[src/rtl/mult_sequencer_pkg.sv]
// Shared opcode constants, FSM state encoding and the state-to-opcode map
// for the shift-and-add multiply sequencer.
package mult_sequencer_pkg;

  localparam int DW_DEF  = 16;
  localparam int OPW_DEF = 12;
  localparam int HOLD_W  = 8;
  localparam int ITER_W  = 8;

  localparam logic [11:0] OP_IDLE     = 12'b000000001001;
  localparam logic [11:0] OP_LOAD_X   = 12'b000000001011;
  localparam logic [11:0] OP_LOAD_Y   = 12'b000000001100;
  localparam logic [11:0] OP_INIT_AND = 12'b001000000101;
  localparam logic [11:0] OP_SHL_B    = 12'b001000010011;
  localparam logic [11:0] OP_SHR_C    = 12'b000000101010;
  localparam logic [11:0] OP_FIX_BO   = 12'b100001001011;
  localparam logic [11:0] OP_FIX_NEG  = 12'b001000011000;
  localparam logic [11:0] OP_AO_A     = 12'b100000001001;
  localparam logic [11:0] OP_BO_B     = 12'b100001001011;
  localparam logic [11:0] OP_AND_CO   = 12'b001110000101;
  localparam logic [11:0] OP_AO_C     = 12'b010000101100;
  localparam logic [11:0] OP_ADD      = 12'b000000000000;
  localparam logic [11:0] OP_CO_C     = 12'b010010001100;

  typedef enum logic [3:0] {
    ST_IDLE     = 4'd0,
    ST_LOAD_X   = 4'd1,
    ST_LOAD_Y   = 4'd2,
    ST_INIT_AND = 4'd3,
    ST_SHL_B    = 4'd4,
    ST_SHR_C    = 4'd5,
    ST_FIX_BO   = 4'd6,
    ST_FIX_NEG  = 4'd7,
    ST_AO_A     = 4'd8,
    ST_BO_B     = 4'd9,
    ST_AND_CO   = 4'd10,
    ST_AO_C     = 4'd11,
    ST_ADD      = 4'd12,
    ST_CO_C     = 4'd13,
    ST_DONE     = 4'd14
  } state_t;

  function automatic logic [11:0] state_opcode(input state_t s);
    case (s)
      ST_LOAD_X:   state_opcode = OP_LOAD_X;
      ST_LOAD_Y:   state_opcode = OP_LOAD_Y;
      ST_INIT_AND: state_opcode = OP_INIT_AND;
      ST_SHL_B:    state_opcode = OP_SHL_B;
      ST_SHR_C:    state_opcode = OP_SHR_C;
      ST_FIX_BO:   state_opcode = OP_FIX_BO;
      ST_FIX_NEG:  state_opcode = OP_FIX_NEG;
      ST_AO_A:     state_opcode = OP_AO_A;
      ST_BO_B:     state_opcode = OP_BO_B;
      ST_AND_CO:   state_opcode = OP_AND_CO;
      ST_AO_C:     state_opcode = OP_AO_C;
      ST_ADD:      state_opcode = OP_ADD;
      ST_CO_C:     state_opcode = OP_CO_C;
      default:     state_opcode = OP_IDLE;
    endcase
  endfunction

endpackage

[src/rtl/mult_sequencer_step_timer.sv]
// Loadable hold counter: counts 0..hold_len-1, pulses expire on the last
// count and wraps to zero; clr forces the count back to zero.
module step_timer #(
  parameter int HW = 8
) (
  input  logic          clk,
  input  logic          rst_n,
  input  logic          clr,
  input  logic [HW-1:0] hold_len,
  output logic          expire
);

  logic [HW-1:0] cnt_q;
  logic [HW-1:0] cnt_d;

  assign expire = (cnt_q == (hold_len - {{(HW-1){1'b0}}, 1'b1}));

  // next count: wrap on expiry or clear, otherwise increment
  always_comb begin
    cnt_d = cnt_q;
    if (clr || expire) begin
      cnt_d = {HW{1'b0}};
    end else begin
      cnt_d = cnt_q + {{(HW-1){1'b0}}, 1'b1};
    end
  end

  // count register with synchronous reset
  always_ff @(posedge clk) begin
    if (!rst_n) begin
      cnt_q <= {HW{1'b0}};
    end else begin
      cnt_q <= cnt_d;
    end
  end

endmodule

[src/rtl/mult_sequencer.sv]
// Opcode sequencer for an N_BITS shift-and-add multiply on the control/ALU
// datapath, with an optional two's-complement fixup in the last iteration.
module mult_sequencer
  import mult_sequencer_pkg::*;
#(
  parameter int DW          = DW_DEF,
  parameter int OPW         = OPW_DEF,
  parameter int N_BITS      = 5,
  parameter int STEP_CYCLES = 35,
  parameter int LONG_CYCLES = 100
) (
  input  logic           clk,
  input  logic           rst_n,
  input  logic           start,
  input  logic [DW-1:0]  op_x,
  input  logic [DW-1:0]  op_y,
  input  logic           c_sign,
  output logic [OPW-1:0] opcode,
  output logic [DW-1:0]  mem_dat_x,
  output logic [DW-1:0]  mem_dat_y,
  output logic           busy,
  output logic           done
);

  state_t              state_q, state_d, step_next;
  logic [ITER_W-1:0]   iter_q, iter_d;
  logic [OPW-1:0]      opcode_q, opcode_d;
  logic [DW-1:0]       mem_dat_x_q, mem_dat_x_d;
  logic [DW-1:0]       mem_dat_y_q, mem_dat_y_d;
  logic                busy_q, busy_d;
  logic                done_q, done_d;
  logic                timer_clr;
  logic                expire;
  logic [HOLD_W-1:0]   hold_len;
  logic                last_iter;

  assign last_iter = (iter_q == ITER_W'(N_BITS - 1));
  assign hold_len  = (state_q == ST_AO_C) ? HOLD_W'(LONG_CYCLES) : HOLD_W'(STEP_CYCLES);

  step_timer #(.HW(HOLD_W)) u_timer (
    .clk      (clk),
    .rst_n    (rst_n),
    .clr      (timer_clr),
    .hold_len (hold_len),
    .expire   (expire)
  );

  // successor of each step; c_sign is only looked at in the last SHR_C
  always_comb begin
    step_next = ST_IDLE;
    case (state_q)
      ST_LOAD_X:   step_next = ST_LOAD_Y;
      ST_LOAD_Y:   step_next = ST_INIT_AND;
      ST_INIT_AND: step_next = ST_SHL_B;
      ST_SHL_B:    step_next = ST_SHR_C;
      ST_SHR_C:    step_next = (last_iter && c_sign) ? ST_FIX_BO : ST_AO_A;
      ST_FIX_BO:   step_next = ST_FIX_NEG;
      ST_FIX_NEG:  step_next = ST_AO_A;
      ST_AO_A:     step_next = ST_BO_B;
      ST_BO_B:     step_next = ST_AND_CO;
      ST_AND_CO:   step_next = ST_AO_C;
      ST_AO_C:     step_next = ST_ADD;
      ST_ADD:      step_next = ST_CO_C;
      ST_CO_C:     step_next = last_iter ? ST_DONE : ST_SHL_B;
      default:     step_next = ST_IDLE;
    endcase
  end

  // FSM control: accept, step advance on timer expiry, iteration counting
  always_comb begin
    state_d     = state_q;
    iter_d      = iter_q;
    mem_dat_x_d = mem_dat_x_q;
    mem_dat_y_d = mem_dat_y_q;
    timer_clr   = 1'b0;
    if (state_q == ST_IDLE) begin
      timer_clr = 1'b1;
      if (start) begin
        state_d     = ST_LOAD_X;
        iter_d      = {ITER_W{1'b0}};
        mem_dat_x_d = op_x;
        mem_dat_y_d = op_y;
      end else begin
        state_d = ST_IDLE;
      end
    end else if (state_q == ST_DONE) begin
      timer_clr = 1'b1;
      state_d   = ST_IDLE;
      iter_d    = {ITER_W{1'b0}};
    end else if (expire) begin
      state_d = step_next;
      if (state_q == ST_CO_C) begin
        iter_d = last_iter ? {ITER_W{1'b0}} : (iter_q + {{(ITER_W-1){1'b0}}, 1'b1});
      end else begin
        iter_d = iter_q;
      end
    end else begin
      state_d = state_q;
    end
  end

  // outputs follow the next state so they change on the same edge
  always_comb begin
    opcode_d = OPW'(state_opcode(state_d));
    busy_d   = 1'b1;
    done_d   = 1'b0;
    if ((state_d == ST_IDLE) || (state_d == ST_DONE)) begin
      busy_d = 1'b0;
    end else begin
      busy_d = 1'b1;
    end
    if (state_d == ST_DONE) begin
      done_d = 1'b1;
    end else begin
      done_d = 1'b0;
    end
  end

  // state and output registers with synchronous reset
  always_ff @(posedge clk) begin
    if (!rst_n) begin
      state_q     <= ST_IDLE;
      iter_q      <= {ITER_W{1'b0}};
      opcode_q    <= OPW'(OP_IDLE);
      mem_dat_x_q <= {DW{1'b0}};
      mem_dat_y_q <= {DW{1'b0}};
      busy_q      <= 1'b0;
      done_q      <= 1'b0;
    end else begin
      state_q     <= state_d;
      iter_q      <= iter_d;
      opcode_q    <= opcode_d;
      mem_dat_x_q <= mem_dat_x_d;
      mem_dat_y_q <= mem_dat_y_d;
      busy_q      <= busy_d;
      done_q      <= done_d;
    end
  end

  assign opcode    = opcode_q;
  assign mem_dat_x = mem_dat_x_q;
  assign mem_dat_y = mem_dat_y_q;
  assign busy      = busy_q;
  assign done      = done_q;

endmodule
[config.mk]
export PLATFORM = sky130hd
export DESIGN_NAME = mult_sequencer
export DESIGN_NICKNAME = d
export VERILOG_FILES = /design/src/rtl/mult_sequencer_pkg.sv /design/src/rtl/mult_sequencer_step_timer.sv /design/src/rtl/mult_sequencer.sv
export SDC_FILE = /design/constraint.sdc
export NUM_CORES = 1
export LEC_CHECK = 0
export ABC_AREA = 1
export CORE_ASPECT_RATIO = 0.5
export CORE_UTILIZATION = 49
export DETAILED_ROUTE_END_ITERATION = 6
export PLACE_DENSITY = 0.8
export SETUP_SLACK_MARGIN = 0.4
export SYNTH_ARGS = -nofsm -noshare
export SYNTH_HDL_FRONTEND = slang
export SYNTH_HIERARCHICAL = 1
export SYNTH_SLANG_ARGS = --single-unit
[constraint.sdc]
create_clock -name clk -period 3.8 [get_ports clk]
set_input_delay 0.57 -clock clk [delete_from_list [all_inputs] [get_ports clk]]
set_output_delay 0.57 -clock clk [all_outputs]
set_load 0.1 [all_outputs]
==> Implementation_results.wiki <==
{| class="wikitable"
! Metric !! Value
|-
| Startpoint class of the critical path || register
|-
| Most used routing layer in global routing || met2
|-
| Overall via count from detail_route || 3035
|-
| Number of placed I/O pins || 82
|-
| Clock sink count || 66
|-
| Clock Latency Late Sink || 0.33 ns
|-
| Number of antenna diodes || 0
|-
| Ys async rst share || 0
|-
| Core area || 6180 µm²
|-
| WL/cell || 11.5 µm
|-
| Met3 layer usage reported by global route || 0.104
|-
| Total power density per cell area || 475 nW/µm²
|-
| Antenna viol nets, final || 0
|-
| Most common library cell in the layout ignoring fill and taps || nor2_1
|-
| Number of instances in the synthesized netlist || 443
|-
| Power share of the clock group || 0.450
|-
| Cell mode on critical path || inv_1
|-
| Net Sw Power || 0.627 mW
|-
| Effective utilization at floorplan || 0.517
|-
| Area share of the largest cell type after synthesis || 0.413
|-
| Global routing met2 resource utilization || 0.415
|-
| Final RePlAce weighted congestion || 0.984
|-
| Initial antenna violation count || 0
|-
| P_int || 1.52 mW
|-
| Skew final || 0.00548 ns
|-
| Via count of the first global-routing pass || 2912
|-
| Die width || 116 µm
|-
| Final worst-path cycle share || 0.792
|-
| Least-Margin Pin Slew || 0.998 ns
|-
| Synth Warn # || 6
|-
| Kind of critical path || reg -> reg
|-
| Switching share of total power || 0.292
|-
| CTS H-tree lvls || 3
|-
| Drt via density || 4.79
|-
| Initial DRT Pass Iterations || 5
|-
| Register clock-pin slew on the reported worst setup and hold paths || 0.05 ns
|-
| TritonCTS Buffers || 9
|-
| Share of post-route cells with drive strength above 1 || 0.110
|-
| Most used flip-flop cell after synthesis || dfxtp_1
|-
| EDFF count, synth || 0
|-
| Final setup violation count || 0
|-
| Outcome || complete, no violations
|-
| Post-layout net count || 586
|-
| Peak supply drop || 337 µV
|-
| Total overflow reported by the global router || 0
|-
| Slowest stage cell, crit path || dfxtp_2
|-
| Cell area after synthesis || 3200 µm²
|-
| Violation count after the first detailed-route iteration || 222
|-
| Leading cell types in the layout, fill and taps excluded || nor2_1 (101), clkdlybuf4s50_1 (81), nand2_1 (73), dfxtp_1 (64), inv_1 (42)
|-
| Maximum fanout encountered on the critical timing path || 7
|-
| Total negative setup slack || 0 ns
|-
| Clock tree buffer depth || 2
|-
| Data arrival at the endpoint of the critical path || 3.28 ns
|-
| # DRC || 0
|-
| Largest area contributor in the synthesized netlist || dfxtp_1
|-
| CTS Root Cell || clkbuf_16
|-
| Global-route usage over all layers || 0.240
|-
| Floorplan die height || 59.1 µm
|-
| Die ar. || 6870 µm²
|-
| RSZ-0062 raised after global routing || no
|-
| Overall routed net length || 7270 µm
|-
| Max-slew violations || 0
|-
| Number of flip-flops and latches in the synthesized netlist || 66
|-
| Slew HR || 0.332
|-
| Largest delay contributor family on the critical path || simple AND/OR/NAND/NOR gates
|-
| Required time at the worst-slack endpoint || 4.07 ns
|-
| Power share of the combinational group || 0.204
|-
| Number of rows created at floorplan || 20
|-
| Post-layout minimum cycle time || 3.01 ns
|-
| Hold buffer count at cts || 0
|-
| Sum of buffers and inverters on the critical path || 6
|-
| Highest clock rate || 332 MHz
|-
| TritonCTS clock tree || built
|-
| Reg power frac || 0.347
|-
| Classification of the worst-slack hold path || reg -> reg
|-
| Maxcap violations || 0
|-
| Final-report hold violation count || 0
|-
| Final HPWL DP || 4990 µm
|-
| Synth top area cells || dfxtp_1 (41%), nor2_1 (12%), nand2_1 (8.7%)
|-
| Type of element capturing the critical path || register
|-
| Global Route met1 Usage || 0.269
|-
| Number of unique standard cell types used by synthesis || 37
|-
| Delay of the slowest critical-path stage || 0.39 ns
|-
| Leakage power summed over all cells || 2.03 nW
|-
| Share of the yosys chip area belonging to registers || 0.413
|-
| Port Buf Inserts || 81
|-
| Critical path cell sequence || inv_2, nand2_1, nor2_2, inv_1, inv_1, ha_2, xor2_1, nand2_1, nor2_1, nand3_2, nor2_4, inv_1, o21bai_1, nand2_1, nand2_2, inv_2, ha_1, inv_1, nor2_1, nand4_1, nand3_1
|-
| Maximum number of pins on one net before global-route repair || 33
|-
| Post-synthesis average cell area || 7.21 µm²
|-
| Layout area overhead || 41.5%
|-
| Hold Slack || 0.484 ns
|-
| Global-route wire length before repair || 12600 µm
|}
-- per-layer routing --
| layer | share of wire | routed length (µm) | up-vias |
|---|---|---|---|
| met2 | 0.47 | 3430 | 83 |
| met3 | 0.080 | 579 | 7 |
| met5 | 0 | 0 | - |
| met1 | 0.44 | 3190 | 1374 |
| met4 | 0.0089 | 65 | 0 |
| li1 | - | - | 1571 |
-- cell type report --
cell class,count,area (µm²)
multi-input combinational,328,1700
fill,479,1660
sequential,66,1320
timing repair buffer,86,848
clock buffer,12,256
inverter,49,188
tap,88,110
clock inverter,4,97.6
-- stage by stage --
stage | power (mW) | util | instance area [µm²] | cells | setup slack [ns]
2_1_floorplan | 1.08 | - | 3240 | 454 | 0.632
5_1_grt | 2.23 | 0.731 | 4520 | 633 | 0.427
3_5_place_dp | 1.19 | 0.669 | 4130 | 615 | 0.491
4_1_cts | 2.17 | 0.726 | 4490 | 631 | 0.420
6_report | 2.15 | 0.731 | 4520 | 633 | 0.789
3_3_place_gp | 1.19 | 0.669 | 4130 | 615 | 0.610
-- what timing repair did --
item	4_1_cts	5_1_grt
setup endpoints to repair	0	14
buffers inserted	0	2
gates resized for setup	0	8
-- power groups by stage --
| stage | Combinational (mW) | Sequential (mW) | Clock [mW] |
|---|---|---|---|
| 6_report | 0.438 | 0.745 | 0.966 |
| 5_1_grt | 0.463 | 0.748 | 1.02 |
| 4_1_cts | 0.439 | 0.744 | 0.982 |
| 2_1_floorplan | 0.0989 | 0.977 | 0 |
| 3_5_place_dp | 0.436 | 0.758 | 0 |
| 3_3_place_gp | 0.436 | 0.757 | 0 |
-- cells by family (layout without fill, tap and decap cells) --
logic type / count (synthesis) / in the layout / synth area share
adders and majority gates: 10 / 10 / 0.0392
DFF: 66 / 66 / 0.413
buffers and inverters: 60 / 151 / 0.0732
and+or+nand+nor: 235 / 235 / 0.324
xor gates and xnor gates: 16 / 16 / 0.0439
other: 2 / 13 / 0.00235
AOI/OAI and AO/OA: 54 / 54 / 0.104
-- synthesized netlist by cell type, drive strengths merged (4+ instances only) --
master / instances
nor3: 5
o21ai: 42
xor2: 11
xnor2: 5
inv: 48
nor2: 113
nand2: 82
nand3: 28
nand4: 4
clkbuf: 8
dfxtp: 66
a21oi: 4
ha: 10
-- path summary, 6_finish.rpt --
path                                from                          end  slack, ns  cells after the start
max                state_q[2]$_SDFF_PN0_         opcode[9]$_SDFF_PN0_       0.79                     21
min reg2reg  u_timer/cnt_q[0]$_SDFF_PP0_  u_timer/cnt_q[0]$_SDFF_PP0_       0.48                      1
max reg2reg        state_q[2]$_SDFF_PN0_         opcode[9]$_SDFF_PN0_       0.79                     21
min          u_timer/cnt_q[0]$_SDFF_PP0_  u_timer/cnt_q[0]$_SDFF_PP0_       0.48                      1
-- sequential cells by signal, indices dropped and copies added (netlist names) --
| register | count |
|---|---|
| state_q | 4 |
| u_timer/cnt_q | 8 |
| mem_dat_x | 16 |
| iter_q | 8 |
| done | 1 |
| opcode | 12 |
| mem_dat_y | 16 |
| busy | 1 |
(Power assumes the default switching activity.)
